`config.mk`:
```
export PLATFORM = sky130hd
export DESIGN_NAME = mem_port_arbiter
export DESIGN_NICKNAME = d
export VERILOG_FILES = /design/src/rtl/mem_port_arbiter.sv
export SDC_FILE = /design/constraint.sdc
export NUM_CORES = 1
export LEC_CHECK = 0
export ABC_AREA = 1
export ABC_CLOCK_PERIOD_IN_PS = 3900
export BUFFER_PORTS_ARGS = -buffer_cell sky130_fd_sc_hd__clkbuf_2
export CORE_MARGIN = 2
export CORE_UTILIZATION = 24
export DETAILED_ROUTE_END_ITERATION = 8
export GPL_TIMING_DRIVEN = 0
export SLEW_MARGIN = 25
export SYNTH_ARGS = -nofsm -noshare
export SYNTH_HDL_FRONTEND = slang
export SYNTH_SLANG_ARGS = --single-unit
```
`constraint.sdc`:
```
create_clock -name i_CLK -period 3.9 [get_ports i_CLK]
set_input_delay 0.78 -clock i_CLK [delete_from_list [all_inputs] [get_ports i_CLK]]
set_output_delay 0.78 -clock i_CLK [all_outputs]
set_load 0.05 [all_outputs]
```
`src/rtl/mem_port_arbiter.sv`:
```
// mem_port_arbiter: shares one single-port memory between the debug loader,
// the load/store unit and the instruction fetch unit. One transaction is in
// flight at a time; priority is DBG > DATA > FETCH, except that FETCH beats DATA
// once it has lost STARVE_LIM arbitrations in a row.
//
// Handshake: a requester holds REQ/WE/ADDR/WDATA stable until its one-cycle
// GNT pulse, which marks the cycle the access is strobed into the memory. For
// reads, a one-cycle RVALID pulse later marks the cycle o_RDATA holds that
// requester's word. REQ still high once the arbiter is back in IDLE is a new
// request.
module mem_port_arbiter #(
  parameter int ADDR_W     = 8,
  parameter int DATA_W     = 16,
  parameter int RD_LAT     = 1,
  parameter int STARVE_LIM = 3
) (
  input  logic              i_CLK,
  input  logic              i_RST,
  input  logic              i_REQ_DBG,
  input  logic              i_REQ_DATA,
  input  logic              i_REQ_FETCH,
  input  logic              i_WE_DBG,
  input  logic              i_WE_DATA,
  input  logic [ADDR_W-1:0] i_ADDR_DBG,
  input  logic [ADDR_W-1:0] i_ADDR_DATA,
  input  logic [ADDR_W-1:0] i_ADDR_FETCH,
  input  logic [DATA_W-1:0] i_WDATA_DBG,
  input  logic [DATA_W-1:0] i_WDATA_DATA,
  output logic              o_GNT_DBG,
  output logic              o_GNT_DATA,
  output logic              o_GNT_FETCH,
  output logic              o_RVALID_DBG,
  output logic              o_RVALID_DATA,
  output logic              o_RVALID_FETCH,
  output logic [DATA_W-1:0] o_RDATA,
  output logic              o_MEM_EN,
  output logic              o_MEM_WE,
  output logic [ADDR_W-1:0] o_MEM_ADDR,
  output logic [DATA_W-1:0] o_MEM_WDATA,
  input  logic [DATA_W-1:0] i_MEM_RDATA,
  output logic              o_BUSY,
  output logic [1:0]        o_OWNER
);

  localparam int CNT_W = (STARVE_LIM < 1) ? 1 : $clog2(STARVE_LIM + 1);
  localparam logic [CNT_W-1:0] STARVE_MAX = CNT_W'(STARVE_LIM);
  localparam logic [1:0]       WAIT_LAST  = 2'(RD_LAT - 1);

  localparam logic [1:0] OWN_NONE  = 2'd0;
  localparam logic [1:0] OWN_DBG   = 2'd1;
  localparam logic [1:0] OWN_DATA  = 2'd2;
  localparam logic [1:0] OWN_FETCH = 2'd3;

  typedef enum logic [1:0] {
    ST_IDLE   = 2'd0,
    ST_ACCESS = 2'd1,
    ST_WAIT   = 2'd2
  } state_t;

  state_t            r_state;
  logic [CNT_W-1:0]  r_starve;
  logic [1:0]        r_wait_cnt;
  logic [1:0]        r_cur;
  logic              r_gnt_dbg, r_gnt_data, r_gnt_fetch;
  logic              r_rv_dbg, r_rv_data, r_rv_fetch;
  logic [DATA_W-1:0] r_rdata;
  logic              r_mem_en, r_mem_we;
  logic [ADDR_W-1:0] r_mem_addr;
  logic [DATA_W-1:0] r_mem_wdata;
  logic              r_busy;
  logic [1:0]        r_owner;

  logic              w_fetch_pri;
  logic [1:0]        w_win;
  logic              w_win_we;
  logic [ADDR_W-1:0] w_win_addr;
  logic [DATA_W-1:0] w_win_wdata;

  assign w_fetch_pri = (r_starve == STARVE_MAX);

  // Pick the winner among current requests and mux its access attributes.
  always_comb begin
    w_win       = OWN_NONE;
    w_win_we    = 1'b0;
    w_win_addr  = '0;
    w_win_wdata = '0;
    if (i_REQ_DBG) begin
      w_win = OWN_DBG;
    end else if (i_REQ_DATA && !(i_REQ_FETCH && w_fetch_pri)) begin
      w_win = OWN_DATA;
    end else if (i_REQ_FETCH) begin
      w_win = OWN_FETCH;
    end
    case (w_win)
      OWN_DBG: begin
        w_win_we    = i_WE_DBG;
        w_win_addr  = i_ADDR_DBG;
        w_win_wdata = i_WDATA_DBG;
      end
      OWN_DATA: begin
        w_win_we    = i_WE_DATA;
        w_win_addr  = i_ADDR_DATA;
        w_win_wdata = i_WDATA_DATA;
      end
      OWN_FETCH: begin
        w_win_addr  = i_ADDR_FETCH;
      end
      default: ;
    endcase
  end

  // Arbitration FSM with registered grant, strobe, read-return and status outputs.
  always_ff @(posedge i_CLK) begin
    if (i_RST) begin
      r_state     <= ST_IDLE;
      r_starve    <= '0;
      r_wait_cnt  <= '0;
      r_cur       <= OWN_NONE;
      r_gnt_dbg   <= 1'b0;
      r_gnt_data  <= 1'b0;
      r_gnt_fetch <= 1'b0;
      r_rv_dbg    <= 1'b0;
      r_rv_data   <= 1'b0;
      r_rv_fetch  <= 1'b0;
      r_rdata     <= '0;
      r_mem_en    <= 1'b0;
      r_mem_we    <= 1'b0;
      r_mem_addr  <= '0;
      r_mem_wdata <= '0;
      r_busy      <= 1'b0;
      r_owner     <= OWN_NONE;
    end else begin
      r_gnt_dbg   <= 1'b0;
      r_gnt_data  <= 1'b0;
      r_gnt_fetch <= 1'b0;
      r_rv_dbg    <= 1'b0;
      r_rv_data   <= 1'b0;
      r_rv_fetch  <= 1'b0;
      r_mem_en    <= 1'b0;
      r_mem_we    <= 1'b0;
      case (r_state)
        ST_IDLE: begin
          if (!i_REQ_FETCH || (w_win == OWN_FETCH)) begin
            r_starve <= '0;
          end else if (r_starve != STARVE_MAX) begin
            r_starve <= r_starve + CNT_W'(1);
          end
          if (w_win != OWN_NONE) begin
            r_state     <= ST_ACCESS;
            r_cur       <= w_win;
            r_owner     <= w_win;
            r_busy      <= 1'b1;
            r_gnt_dbg   <= (w_win == OWN_DBG);
            r_gnt_data  <= (w_win == OWN_DATA);
            r_gnt_fetch <= (w_win == OWN_FETCH);
            r_mem_en    <= 1'b1;
            r_mem_we    <= w_win_we;
            r_mem_addr  <= w_win_addr;
            r_mem_wdata <= w_win_wdata;
          end
        end
        ST_ACCESS: begin
          // r_mem_we still holds the latched WE of the access in flight.
          if (r_mem_we) begin
            r_state <= ST_IDLE;
            r_busy  <= 1'b0;
            r_owner <= OWN_NONE;
          end else begin
            r_state    <= ST_WAIT;
            r_wait_cnt <= '0;
          end
        end
        ST_WAIT: begin
          if (r_wait_cnt == WAIT_LAST) begin
            r_rdata    <= i_MEM_RDATA;
            r_rv_dbg   <= (r_cur == OWN_DBG);
            r_rv_data  <= (r_cur == OWN_DATA);
            r_rv_fetch <= (r_cur == OWN_FETCH);
            r_state    <= ST_IDLE;
            r_busy     <= 1'b0;
            r_owner    <= OWN_NONE;
          end else begin
            r_wait_cnt <= r_wait_cnt + 2'd1;
          end
        end
        default: begin
          r_state <= ST_IDLE;
          r_busy  <= 1'b0;
          r_owner <= OWN_NONE;
        end
      endcase
    end
  end

  assign o_GNT_DBG      = r_gnt_dbg;
  assign o_GNT_DATA     = r_gnt_data;
  assign o_GNT_FETCH    = r_gnt_fetch;
  assign o_RVALID_DBG   = r_rv_dbg;
  assign o_RVALID_DATA  = r_rv_data;
  assign o_RVALID_FETCH = r_rv_fetch;
  assign o_RDATA        = r_rdata;
  assign o_MEM_EN       = r_mem_en;
  assign o_MEM_WE       = r_mem_we;
  assign o_MEM_ADDR     = r_mem_addr;
  assign o_MEM_WDATA    = r_mem_wdata;
  assign o_BUSY         = r_busy;
  assign o_OWNER        = r_owner;

endmodule

```
## After elaboration in Yosys (flattened, before gate mapping)

Index checks and enable logic that the tools add are counted.

| storage, ports and cells | value |
|---|---|
| register bits | 59 |
| input port bits | 79 |
| word-level logic and storage cells | 80 |

| operators by class | value |
|---|---|
| add/sub/neg operators | 2 |
| equality and inequality tests | 15 |
| mux-type cells | 23 |
| bitwise operators | 4 |
| reduce and logical (&&, ||, !) cells | 19 |

Operator list:

| kind | count |
|---|---|
| case mux 16 bit (2 select lines) | 1 |
| two-way mux 2 bit | 12 |
| case mux 8 bit (3 select lines) | 1 |
| equality test 2 bit (second input constant) | 6 |
| inequality test 2 bit (second input constant) | 6 |
| case mux 2 bit (3 select lines) | 2 |
| AND reduction 2 bit | 4 |
| equality test 2 x 1 -> 1 bit (second input constant) | 3 |
| AND reduction 3 bit | 2 |
| nonzero test 2 bit | 3 |
| OR reduction 3 bit | 2 |
| adder 2 x 1 -> 2 bit (second input constant) | 2 |
| zero test 2 bit | 2 |
| two-way mux 1 bit | 4 |
| NOT 1 bit | 4 |
| case mux 2 bit (2 select lines) | 1 |
| case mux 1 bit (3 select lines) | 1 |
| logical AND 1 bit | 2 |
| zero test 1 bit | 2 |
| case mux 1 bit (2 select lines) | 1 |
| OR reduction 2 bit | 1 |
| logical OR 1 bit | 1 |

## Logic depth before layout (Yosys ltp)

| depth | value |
|---|---|
| depth in word-level cells | 10 |
| gate-level depth with buffers | 14 |

## Worst setup path after synthesis

No wires, ideal clock.

| path | value |
|---|---|
| path kind | input to register |
| start point | in i_REQ_DBG |
| end point | reg r_mem_wdata[10], in the netlist o_MEM_WDATA[10] |
| setup time | 0.128 ns |
| arrival time | 2.248 ns |
| data required time | 3.772 ns |
| path slack | 1.525 ns |
| stages on the path | 10 |
| buffers on the path | 3 |
| path through | buf_2 -> buf_2 -> nor2_1 -> inv_1 -> ha_1 -> inv_2 -> clkbuf_1 -> a21boi_0 -> nor2_1 -> nor2_1 |

| on the way | value |
|---|---|
| word-level cells in the longest chain between the ends | 3 |
| elaborated cells between the ends (all ways) | 6 |

RTL lines:

| what | line | source |
|---|---|---|
| start, declared | 19 | `input logic i_REQ_DBG,` |
| two-way mux 2 bit (*) | 87 | `if (i_REQ_DBG) begin` |
| via w_win[1] | 74 | `logic [1:0] w_win;` |
| equality test 2 bit (tied with other cells) | 94 | `case (w_win)` |
| case mux 16 bit (2 select lines) / AND reduction 2 bit (equally long branches) | - |  |
| end signal, assigned | 159 | `r_mem_wdata <= w_win_wdata;` |
| end, declared | 69 | `logic [DATA_W-1:0] r_mem_wdata;` |

The timed path passes the listed nets; every way through them passes the cells marked *.
A chain may end at the register's enable or synchronous reset.

## Worst setup path in the final report

Same ends and word-level chain as after synthesis.

==> reports/metrics.csv <==
metric,value,unit
outcome,finished clean,
dp_hpwl,5824,microns
die_h,110.6,microns
hold_violations,0,
rsz0062_at_grt,no,
maxCapViolations,0,
drc_errors,0,
grt-busiest-layer,met2,
num_rows,38,
hold_ws,436.8,ps
clockBufferDepth,2,
path_class,in2reg,
cts_made_buffers,9,
holdBufCountCts,0,
ys_ff_latch,59,
portBuffers,127,
wl_per_cell,11.07,microns
first_global_vias,2655,
antenna_found_initial,0,
synth.net_count,490,
min_period,2512,ps
finalCritPeriodShare,0.6441,
cts_root_buf,clkbuf_16,
path_cells,buf_2 > buf_2 > nor2_1 > inv_1 > ha_1 > inv_2 > clkbuf_1 > a21boi_0 > nor2_1 > nor2_1,
yosysSeqAreaShare,0.4330,
drt_iter0_markers,125,
crit_arrival,2700,ps
syn_to_final_growth,40.55,%
clock_latency,320,ps
hold_end,o_RVALID_DBG,
crit_buf_inv,5,
skew,7.778,ps
grt_max_degree,11,
cts_setup_buffers,0,
syn_area_per_cell,6.768,sq um
vias_per_cell,4.149,
fin_nets,628,
postRouteAntennaNets,0,
final_cells,686,
dp_cells,670,
powerDensity,479.3,nW/um^2
grtUsageTotal,0.1250,
grt_pass1_wl,12520,microns
postPlaceCellArea,3538,sq um
met3_usage,0.02470,
r2r_end,o_MEM_WDATA[10],
slew_headroom,0.6708,
worst_setup_path_start_kind,input port,
clk_pin_slew,60,ps
clock-sinks,59,
globalplace.congestion,0.7480,
yosys.cell_types.count,21,
die_w,110.6,microns
crit_cells,10,
drv_slew,0,
tightest_slew,493.8,ps
grt_util_met1,0.1558,
ir_worst_vdd,231.1,uV
worstSetupEndpointType,register,
start_util,0.2483,
core,10980,sq um
required,4090,ps
h-tree-depth,3,
overflow,0,
setup_viol,0,
cp_slowest_cell,clkbuf_1,
ys_warn_count,0,
rrSetupSlack,1790,ps
syn_area,2728,sq um
hold_depth,1,
antenna-diode-count,0,
reg2reg_from,r_starve[0],
use_met2,0.2082,
stdcell_area,3834,sq um
r2r_cells,10,
io_pins,130,
wirelength,7591,microns
crit_path_max_incr_delay,370,ps
post_cts_resized,0,
cp_max_fo,10,
die-area,12230,sq um
max_freq,398.1,MHz
holdCritPathClass,reg2reg,
synth_cells,403,
num_vias,2846,
drtPass1Iterations,4,
critical-path-top-delay-family,buffers and inverters,
min-delay-start,r_cur[1],
power.leakage,1.943,nW
cts_tree,built,
setup_tns,0,ps
critical_path.most_common_cell,nor2_1,
drive_gt1_frac,0.2821,
worst max path at each step:
stage,start,end
2_1_floorplan,i_REQ_DBG,o_MEM_WDATA[10]
3_3_place_gp,i_REQ_DBG,o_MEM_WDATA[6]
3_5_place_dp,i_REQ_DBG,o_MEM_WDATA[10]
4_1_cts,i_REQ_DBG,o_MEM_WDATA[10]
5_1_grt,i_REQ_DBG,o_MEM_WDATA[12]
6_report,i_REQ_DBG,o_MEM_WDATA[10]
worst register-to-register path, stage by stage (launching register included):
cell,delay (ps)
dfxtp_1,360
ha_1,180
o21ai_0,90
nand2_1,160
inv_1,110
ha_1,230
inv_2,150
clkbuf_1,370
a21boi_0,160
nor2_1,130
nor2_1,50
cell usage in the layout, fill, tap and decap left out:
cell type	Yosys	layout
clkbuf_16	0	9
nand3_4	1	1
nor2_2	1	1
clkbuf_1	9	10
bufinv_16	0	1
dfxtp_1	59	59
ha_1	8	8
a21oi_1	18	18
nand3b_1	1	1
buf_6	1	1
clkbuf_2	0	127
a211oi_1	1	1
nand2_1	94	94
clkinvlp_4	0	1
a21boi_0	16	16
clkbuf_8	0	1
o21ai_0	29	29
buf_2	7	7
buf_1	3	3
nand3_1	14	14
nor2_1	81	81
buf_4	1	1
inv_2	1	1
nor4_1	1	1
clkinv_2	0	3
nor3_1	2	2
inv_1	55	55
synth_stat cells:
master / number / area, sq um
ha_1: 8 / 100.1
buf_4: 1 / 7.510
nor2_2: 1 / 6.260
a21oi_1: 18 / 90.09
buf_6: 1 / 11.26
inv_2: 1 / 3.750
inv_1: 55 / 206.5
o21ai_0: 29 / 145.1
clkbuf_1: 9 / 33.78
dfxtp_1: 59 / 1181
nand3_1: 14 / 70.07
nand3b_1: 1 / 7.510
nor4_1: 1 / 6.260
nor3_1: 2 / 10.01
a21boi_0: 16 / 120.1
a211oi_1: 1 / 7.510
buf_1: 3 / 11.26
buf_2: 7 / 35.03
nor2_1: 81 / 304.0
nand2_1: 94 / 352.8
nand3_4: 1 / 17.52
area by class of cell:
cell class,count,area (sq um)
inverter,56,210.2
multi-input combinational,267,1237
fill,1166,7149
tap,140,175.2
timing repair buffer,127,635.6
clock buffer,11,242.7
buffer,21,98.84
clock inverter,5,52.55
sequential,59,1181
stage by stage:
| stage | setup slack, ps | utilization | total power, mW |
|---|---|---|---|
| 2_1_floorplan | 1525 | - | 0.9531 |
| 3_3_place_gp | 1115 | 0.3222 | 1.067 |
| 6_report | 1388 | 0.3491 | 1.837 |
| 3_5_place_dp | 1045 | 0.3222 | 1.073 |
| 4_1_cts | 1390 | 0.3491 | 1.870 |
| 5_1_grt | 1169 | 0.3491 | 1.937 |
power by group:
group / switching [mW] / internal (mW)
Clock: 0.273 / 0.508
Sequential: 0.0219 / 0.648
Combinational: 0.276 / 0.111
per-layer routing:
metal,part of all wire,vias up
met2,0.46,80
met1,0.46,1239
met5,0,-
li1,-,1513
met4,0.022,0
met3,0.049,14
sequential cells by signal, indices dropped and copies added (netlist names):
name / flops
o_MEM_WDATA: 16
o_RDATA: 16
o_MEM_ADDR: 8
o_OWNER: 2
r_cur: 2
r_starve: 2
r_state: 2
r_wait_cnt: 2
o_BUSY: 1
o_GNT_DATA: 1
o_GNT_DBG: 1
o_GNT_FETCH: 1
o_MEM_EN: 1
o_MEM_WE: 1
o_RVALID_DATA: 1
o_RVALID_DBG: 1
o_RVALID_FETCH: 1
cell families after synthesis:
family	Yosys count	synth area share
simple gates	195	0.2840
fa+ha+maj	8	0.03670
flops	59	0.4330
compound gates	64	0.1330
buf+inv	77	0.1133
No activity file was read; power rests on OpenSTA's default activity.
